===== config.mk =====
export PLATFORM = sky130hd
export DESIGN_NAME = hgw_sram_arb
export DESIGN_NICKNAME = d
export VERILOG_FILES = /design/src/rtl/hgw_sram_arb_pkg.sv /design/src/rtl/hgw_rr_arb.sv /design/src/rtl/hgw_sram_ff.sv /design/src/rtl/hgw_sram_arb.sv
export SDC_FILE = /design/constraint.sdc
export NUM_CORES = 2
export LEC_CHECK = 0
export CAP_MARGIN = 15
export CORE_MARGIN = 1
export CORE_UTILIZATION = 55
export DETAILED_ROUTE_END_ITERATION = 10
export PLACE_DENSITY_LB_ADDON = 0.12
export SLEW_MARGIN = 20
export SYNTH_ARGS = -nofsm -noshare
export SYNTH_HDL_FRONTEND = slang
export SYNTH_HIERARCHICAL = 1
export SYNTH_SLANG_ARGS = --single-unit

===== constraint.sdc =====
create_clock -name clk -period 5.3 [get_ports clk]
set_clock_uncertainty 0.2 [all_clocks]
set_input_delay 1.59 -clock clk [delete_from_list [all_inputs] [get_ports clk]]
set_output_delay 1.59 -clock clk [all_outputs]
set_load 0.05 [all_outputs]

===== src/rtl/hgw_sram_arb_pkg.sv =====
`default_nettype none
// ============================================================================
// Module  : hgw_sram_arb_pkg
// Brief   : Shared types and limits for the hgw_sram_arb SRAM sequencer.
// Revision: 1.0 - initial release
// ============================================================================
package hgw_sram_arb_pkg;

    localparam int N_MAX = 8;

    typedef enum logic [0:0] {
        ST_INIT = 1'b0,
        ST_RUN  = 1'b1
    } state_t;

endpackage
`default_nettype wire


===== src/rtl/hgw_rr_arb.sv =====
`default_nettype none
// ============================================================================
// Module  : hgw_rr_arb
// Brief   : Combinational round-robin picker: first request at or above ptr.
// Revision: 1.0 - initial release
// ============================================================================
module hgw_rr_arb #(
    parameter  int N  = 4,
    localparam int PW = (N > 1) ? $clog2(N) : 1
) (
    input  logic [N-1:0]  i_req,
    input  logic [PW-1:0] i_ptr,
    output logic [N-1:0]  o_gnt,
    output logic [PW-1:0] o_idx,
    output logic          o_valid
);

    localparam logic [PW:0] c_N = (PW+1)'(N);

    logic [PW:0]   w_sum;
    logic [PW-1:0] w_pos;

    // Walk offsets from farthest to nearest so the nearest requester wins.
    always_comb begin
        o_gnt   = '0;
        o_idx   = '0;
        o_valid = 1'b0;
        w_sum   = '0;
        w_pos   = '0;
        for (int off = N - 1; off >= 0; off--) begin
            w_sum = {1'b0, i_ptr} + (PW+1)'(off);
            if (w_sum >= c_N) begin
                w_sum = w_sum - c_N;
            end
            w_pos = w_sum[PW-1:0];
            if (i_req[w_pos]) begin
                o_gnt        = '0;
                o_gnt[w_pos] = 1'b1;
                o_idx        = w_pos;
                o_valid      = 1'b1;
            end
        end
    end

endmodule
`default_nettype wire


===== src/rtl/hgw_sram_ff.sv =====
`default_nettype none
// ============================================================================
// Module  : hgw_sram_ff
// Brief   : Single-port flop-based SRAM, 1-cycle read latency (addr or data reg).
// Revision: 1.0 - initial release
// ============================================================================
module hgw_sram_ff #(
    parameter  int D       = 128,
    parameter  int W       = 32,
    parameter  int RD_TYPE = 0,
    localparam int AW      = $clog2(D)
) (
    input  logic          clk,
    input  logic          i_ce,
    input  logic          i_we,
    input  logic [AW-1:0] i_addr,
    input  logic [W-1:0]  i_wdata,
    output logic [W-1:0]  o_rdata
);

    localparam logic [AW:0] c_DEPTH = (AW+1)'(D);

    logic [W-1:0] r_mem [D];
    logic         w_in_range;

    assign w_in_range = ({1'b0, i_addr} < c_DEPTH);

    // Array is deliberately unreset; the owner clears it after reset.
    always_ff @(posedge clk) begin
        if (i_ce && i_we && w_in_range) begin
            r_mem[i_addr] <= i_wdata;
        end
    end

    generate
        if (RD_TYPE == 0) begin : g_rd_addr
            logic [AW-1:0] r_addr;
            always_ff @(posedge clk) begin
                if (i_ce && !i_we) begin
                    r_addr <= i_addr;
                end
            end
            assign o_rdata = r_mem[r_addr];
        end else begin : g_rd_data
            logic [W-1:0] r_rdata;
            always_ff @(posedge clk) begin
                if (i_ce && !i_we) begin
                    r_rdata <= r_mem[i_addr];
                end
            end
            assign o_rdata = r_rdata;
        end
    endgenerate

endmodule
`default_nettype wire


===== src/rtl/hgw_sram_arb.sv =====
`default_nettype none
// ============================================================================
// Module  : hgw_sram_arb
// Brief   : N-port round-robin arbiter/sequencer that clears, then shares one SRAM.
// Revision: 1.0 - initial release
// ============================================================================
module hgw_sram_arb
    import hgw_sram_arb_pkg::*;
#(
    parameter  int N       = 4,
    parameter  int D       = 128,
    parameter  int W       = 32,
    parameter  int RD_TYPE = 0,
    localparam int AW      = $clog2(D)
) (
    input  logic            clk,
    input  logic            rst_n,
    input  logic [N-1:0]    req,
    input  logic [N-1:0]    req_we,
    input  logic [N*AW-1:0] req_addr,
    input  logic [N*W-1:0]  req_wdata,
    output logic [N-1:0]    gnt,
    output logic [N-1:0]    rvalid,
    output logic [W-1:0]    rdata,
    output logic            init_done
);

    localparam int            PW          = $clog2(N);
    localparam logic [AW-1:0] c_LAST_ADDR = AW'(D - 1);
    localparam logic [PW-1:0] c_LAST_PORT = PW'(N - 1);

    state_t        r_state;
    state_t        w_state_next;
    logic [AW-1:0] r_clr_addr;
    logic [PW-1:0] r_rr_ptr;
    logic [N-1:0]  r_rvalid;

    logic [N-1:0]  w_arb_gnt;
    logic [PW-1:0] w_idx;
    logic          w_arb_valid;

    logic          w_ce;
    logic          w_we;
    logic [AW-1:0] w_addr;
    logic [W-1:0]  w_wdata;

    hgw_rr_arb #(.N(N)) u_arb (
        .i_req   (req),
        .i_ptr   (r_rr_ptr),
        .o_gnt   (w_arb_gnt),
        .o_idx   (w_idx),
        .o_valid (w_arb_valid)
    );

    always_comb begin
        w_state_next = r_state;
        gnt          = '0;
        w_ce         = 1'b0;
        w_we         = 1'b0;
        w_addr       = r_clr_addr;
        w_wdata      = '0;
        case (r_state)
            ST_INIT: begin
                w_ce = 1'b1;
                w_we = 1'b1;
                if (r_clr_addr == c_LAST_ADDR) begin
                    w_state_next = ST_RUN;
                end
            end
            ST_RUN: begin
                gnt     = w_arb_gnt;
                w_ce    = w_arb_valid;
                w_we    = w_arb_valid & req_we[w_idx];
                w_addr  = req_addr[w_idx*AW +: AW];
                w_wdata = req_wdata[w_idx*W +: W];
            end
            default: w_state_next = ST_INIT;
        endcase
    end

    // Granted reads are remembered one-hot; that register is rvalid itself.
    always_ff @(posedge clk or negedge rst_n) begin
        if (!rst_n) begin
            r_state    <= ST_INIT;
            r_clr_addr <= '0;
            r_rr_ptr   <= '0;
            r_rvalid   <= '0;
        end else begin
            r_state  <= w_state_next;
            r_rvalid <= gnt & ~req_we;
            if (r_state == ST_INIT) begin
                r_clr_addr <= (r_clr_addr == c_LAST_ADDR) ? '0 : r_clr_addr + 1'b1;
            end
            if (r_state == ST_RUN && w_arb_valid) begin
                r_rr_ptr <= (w_idx == c_LAST_PORT) ? '0 : w_idx + 1'b1;
            end
        end
    end

    hgw_sram_ff #(
        .D       (D),
        .W       (W),
        .RD_TYPE (RD_TYPE)
    ) u_sram (
        .clk     (clk),
        .i_ce    (w_ce),
        .i_we    (w_we),
        .i_addr  (w_addr),
        .i_wdata (w_wdata),
        .o_rdata (rdata)
    );

    assign rvalid    = r_rvalid;
    assign init_done = (r_state == ST_RUN);

endmodule
`default_nettype wire


; After elaboration in Yosys (flattened, before gate mapping)
; Memories as Yosys holds them, arrays and structs flattened. A register that Yosys moved wholly into a read port is not among the register bits.
; Cells that the tools add are included.
[word_totals]
ff_bits = 21
mem_bits_rw = 4096
inputBits = 166
out_inout_bits = 41
memories = 1
[mem_list]
columns = memory, words, width, rd, rd_ports_with_merged_regs, write_ports, line
row1 = u_sram.r_mem, 128, 32, 1, 1, 1, hgw_sram_ff.sv:23  ; logic [W-1:0] r_mem [D];
[classes]
add_sub_neg = 9
multipliers = 1
n_lt_le_gt_ge = 13
eq_ne = 2
shifts = 2
muxes = 46
n_bitwise = 4
n_reduce_logical = 8
[op_table]
columns = cell, count
row1 = variable part select 128 x 8 -> 32 bit, 1
row2 = two-way mux 32 bit, 1
row3 = variable part select 28 x 6 -> 7 bit, 1
row4 = two-way mux 7 bit, 3
row5 = two-way mux 4 bit, 5
row6 = two-way mux 2 bit, 9
row7 = two-way mux 1 bit, 17
row8 = "< comparator 2 x 3 -> 1 bit, second input constant", 5
row9 = binary-select mux 1 bit (select 2 bit), 5
row10 = "greater-or-equal comparator 3 bit, second input constant", 3
row11 = demux 1 bit (select 2 bit), 4
row12 = "greater-or-equal comparator 2 x 1 -> 1 bit, second input constant", 4
row13 = "subtractor 2 x 1 -> 2 bit, second input constant", 4
row14 = "adder 7 x 1 -> 7 bit, second input constant", 1
row15 = "== test 7 bit, second input constant", 1
row16 = logical AND 1 bit, 7
row17 = "adder 2 x 2 -> 3 bit, second input constant", 2
row18 = "multiplier 2 x 3 -> 5 bit, second input constant", 1
row19 = AND 4 bit, 1
row20 = NOT 4 bit, 1
row21 = one-hot mux 1 bit (2 select lines), 2
row22 = "adder 2 x 1 -> 3 bit, second input constant", 1
row23 = "greater-or-equal comparator 2 x 3 -> 1 bit, second input constant", 1
row24 = "adder 2 x 1 -> 2 bit, second input constant", 1
row25 = other kinds (4), 4

; Depth between registers and ports, before layout
[depth]
ltp_word = 16
mapped_depth = 17
mapped_depth_nobuf = 13

; Cells and area by module
; The synthesis kept the hierarchy.
[modules_own_cells]
columns = mod, n_inst, cells_per_inst, area_per_inst_um2
row1 = hgw_sram_ff, 1, 5979, 156092.2
row2 = hgw_sram_arb, 1, 171, 1961.9
row3 = hgw_rr_arb, 1, 85, 683.2

; Worst setup path after synthesis
; OpenSTA, ideal clock, no wires.
[synth_timing]
path_type = in2reg
from = input req[0]
to = memory u_sram.r_mem[108][0], enable pin
setup_time_ps = 421
arrival_time_ps = 5552
path_slack_ps = -873
cell_stages = 13
n_path_buf = 4
cell_sequence = buf_6 mux2_4 a21oi_1 o32ai_1 a211oi_2 buf_6 buf_6 nand2_1 o211ai_1 or3b_2 nand2b_1 clkbuf_1 nor2_1
[synth_via]
word_cells_on_any_way = 27
classes_between = 1 x mul / 1 x shift / 23 x mux / 1 x bitwise / 1 x reduce/logical
[synth_lines]
columns = item, line
row1 = from (decl), hgw_sram_arb.sv:18  ; input logic [N-1:0] req,
row2 = binary-select mux 1 bit (select 2 bit), hgw_rr_arb.sv:36  ; if (i_req[w_pos]) begin
row3 = two-way mux 1 bit (implied by the code), hgw_rr_arb.sv:36
row4 = two-way mux 2 bit (3 in series), hgw_rr_arb.sv:36
row5 = two-way mux 2 bit (*), hgw_rr_arb.sv:36
row6 = net w_idx[0], hgw_sram_arb.sv:39  ; logic [PW-1:0] w_idx;
row7 = multiplier 2 x 3 -> 5 bit (*), hgw_sram_arb.sv:74  ; w_addr = req_addr[w_idx*AW +: AW];
row8 = variable part select 28 x 6 -> 7 bit (*), hgw_sram_arb.sv:74
row9 = two-way mux 7 bit (*), hgw_sram_arb.sv:62  ; case (r_state)
row10 = net w_addr[2], hgw_sram_arb.sv:44  ; logic [AW-1:0] w_addr;
row11 = to (decl), hgw_sram_ff.sv:23
; The timed path passes the listed nets; every way through them passes the cells marked *. The select of a mux whose other input is x is not followed.

==> results.toml <==
[run_status]
outcome = "finished with violations"
violations = "negative setup slack"

[die]
io_pins = 207
core-area_um2 = 286000
fp.dieW_um = 539
die-area_um2 = 291000
initial_core_util = 0.555
die_y_um = 539
rows = 196

[route]
vias = 74500
routed_wl_mm = 401
ant_nets = 0
drt_iter0_drc = 10200
drcViolationCount = 0
post_drt_wl_per_cell_um = 35.3
vias_per_cell = 6.56
dr.pass1.iters = 5

[cts]
numClockSinks = 4124
cts_max_path_buffers = 4
cts_tree = "built"
clk_latency_ns = 0.93
cts_max_level = 5
ctsHoldBuffers = 0
cts_root_buf = "clkbuf_16"
clk_pin_slew_ns = 0.06
cts-buffers-inserted = 407

[power]
p_per_area_nw_per_um2 = 339
peakVddDrop_mv = 0.302
total_leakage_power_nw = 46.5

[grt]
grt_util_all_layers = 0.275
grt_pass1_vias = 74200
antenna_found_initial = 41
grt_max_degree = 65
grt_pass1_wl_mm = 561
gr-total-overflow = 0

[timing]
whs_ns = 0.278
tns_ns = -25.17
rsz0062_at_grt = "true"
setup_viol = 32
final_max_slew_viol_count = 0
hold_violations = 0
period_share = 1.16
worst_slack_ns = -0.851
relSlewSlack = 0.213
fmax_ghz = 0.163
finalCriticalPeriod_ns = 6.15
worst_pin_slew_ns = 1.18

[finish]
utilization = 0.662
drive_above_1_share = 0.390
area_growth_pct = 19.4
final_nets = 7417

[synth]
yosysSeqAreaShare = 0.779
async_reset_ff_frac = 0.00339
synth-edff-count = 4103
netlist_area_um2 = 159000
yosysWarningCount = 6
postSynthCellCount = 6235
synthFlopType = "edfxtp_1"
ys_seq_elements = 4124
syn-num-nets = 6411
synth.avg_cell_area_um2 = 25.5
synth.distinct_cells = 48

[worst_setup_path]
slowest_delay_ns = 0.66
cp_cell_sequence = "buf_12 -> buf_16 -> buf_12 -> buf_16 -> mux4_2 -> mux4_2 -> mux4_2 -> mux2_2 -> buf_4"
cp_common_cell = "mux4_2"
end_kind = "output pin"
cp-start-kind = "flop"
crit_buf_inv = 5
crit_family = "multiplexers"
slowest_stage = "mux4_2"
worstPathArrival_ns = 4.36
critPathMaxFanout = 6
cp_num_cells = 9
r2r_cells = 18
required_ns = 3.51
criticalPathCategory = "reg -> out"

[place]
dp_hpwl_mm = 250
io_buffer_count = 206
globalplace.congestion = 0.928

[job]
maxCapViolCount = 0

[hold_path]
hold_path.class = "reg -> reg"
min_path_cells = 1
## placed cells by master, fill, tap and decap left out, types with 48 or more instances in the layout
master / synthesis / final
mux4_2: 1372 / 1372
buf_4: 4 / 316
buf_16: 0 / 48
clkbuf_16: 0 / 447
clkbuf_1: 191 / 81
clkdlybuf4s50_1: 0 / 166
clkinv_1: 0 / 91
buf_12: 2 / 327
nor2_4: 0 / 128
edfxtp_1: 4103 / 4103
clkinv_2: 0 / 72
## what timing repair did
item                       in CTS  in global routing
gates cloned                    9                 31
setup endpoints to repair      36                 33
buffers inserted               20                 62
pin swaps                       2                  2
gates resized for setup        52                 79
## where the power goes
part	switching [mW]	internal (mW)	total, mW
sequential	0	35.3	35.3
clock	12.0	16.6	28.6
combinational	0.0872	0.177	0.264
## final timing paths
check / end / from / slack, ns
hold reg to reg: flop / u_sram/g_rd_addr.r_addr[4] / 0.28
setup reg to reg: u_sram/r_mem[34][7] / r_rr_ptr[1] / 0.36
setup / recovery: rdata[12] / flop / -0.85
max in group asynchronous: init_done / rst_n / 3.49
min in group asynchronous: rvalid[1] / rst_n / 0.88
hold / removal: flop / u_sram/g_rd_addr.r_addr[4] / 0.28
## sequential cells by signal, summed over array words and instances, names as in the netlist, named ones only
name / count
u_sram/g_rd_addr.r_addr: 7
rvalid: 4
u_sram/r_mem: 4096
r_clr_addr: 7
init_done: 1
r_rr_ptr: 2
## stage by stage
| stage | total power, mW | area, um^2 | worst slack [ns] | cells |
|---|---|---|---|---|
| 6_report | 64.2 | 190000 | -0.851 | 11400 |
| 5_1_grt | 65.8 | 190000 | -0.860 | 11400 |
| 4_1_cts | 64.6 | 188000 | -0.912 | 11300 |
| 3_5_place_dp | 36.3 | 174000 | -0.597 | 10500 |
| 3_3_place_gp | 36.2 | 174000 | -0.526 | 10500 |
| 2_1_floorplan | 36.1 | 159000 | -0.718 | 6235 |
## cell families (layout without fill, tap and decap cells)
group | count (synthesis) | in the layout | synth area share
xor gates and xnor gates | 3 | 3 | 0.000166
muxes | 1443 | 1443 | 0.200
other | 0 | 9 | 0
AOI/OAI and AO/OA | 38 | 38 | 0.00202
buffers and inverters | 352 | 1701 | 0.00976
adders and majority gates | 10 | 10 | 0.000788
DFF | 4124 | 4124 | 0.779
and+or+nand+nor | 265 | 265 | 0.00776
## cells in the mapped netlist, types with 7 or more instances
| cell | count | share of area |
|---|---|---|
| ha_1 | 10 | 0.00079 |
| o221ai_1 | 8 | 0.00044 |
| clkbuf_1 | 191 | 0.0045 |
| nand2_1 | 29 | 0.00069 |
| mux4_2 | 1372 | 0.19 |
| nand3_1 | 16 | 0.00050 |
| mux2_2 | 52 | 0.0037 |
| dfrtp_1 | 14 | 0.0022 |
| mux2i_1 | 9 | 0.00057 |
| edfxtp_1 | 4103 | 0.78 |
| dfxtp_1 | 7 | 0.00088 |
| inv_1 | 15 | 0.00035 |
| nor2_1 | 144 | 0.0034 |
| buf_1 | 41 | 0.00097 |
| buf_2 | 90 | 0.0028 |
| buf_6 | 9 | 0.00064 |
| and2_1 | 37 | 0.0015 |
| nor2b_1 | 10 | 0.00039 |
## layer usage
metal	track usage	share of wire	wire length (um)
met5	0	0.000032	13
met4	0.0851	0.032	12800
met3	0.0522	0.096	38600
met2	0.414	0.47	189000
met1	0.413	0.40	161000
## layout make-up
class                   count  area, um^2
well taps                3762        4710
diodes                      9        22.5
clock buffers             499       10800
multi-input cells        1759       34600
fillers                 17500       96600
flip-flops and latches   4124      124000
clock inverters           253        2470
inverters                  15        56.3
repair buffers            934       13200
Note: power is estimated with default switching activity, not from simulation.
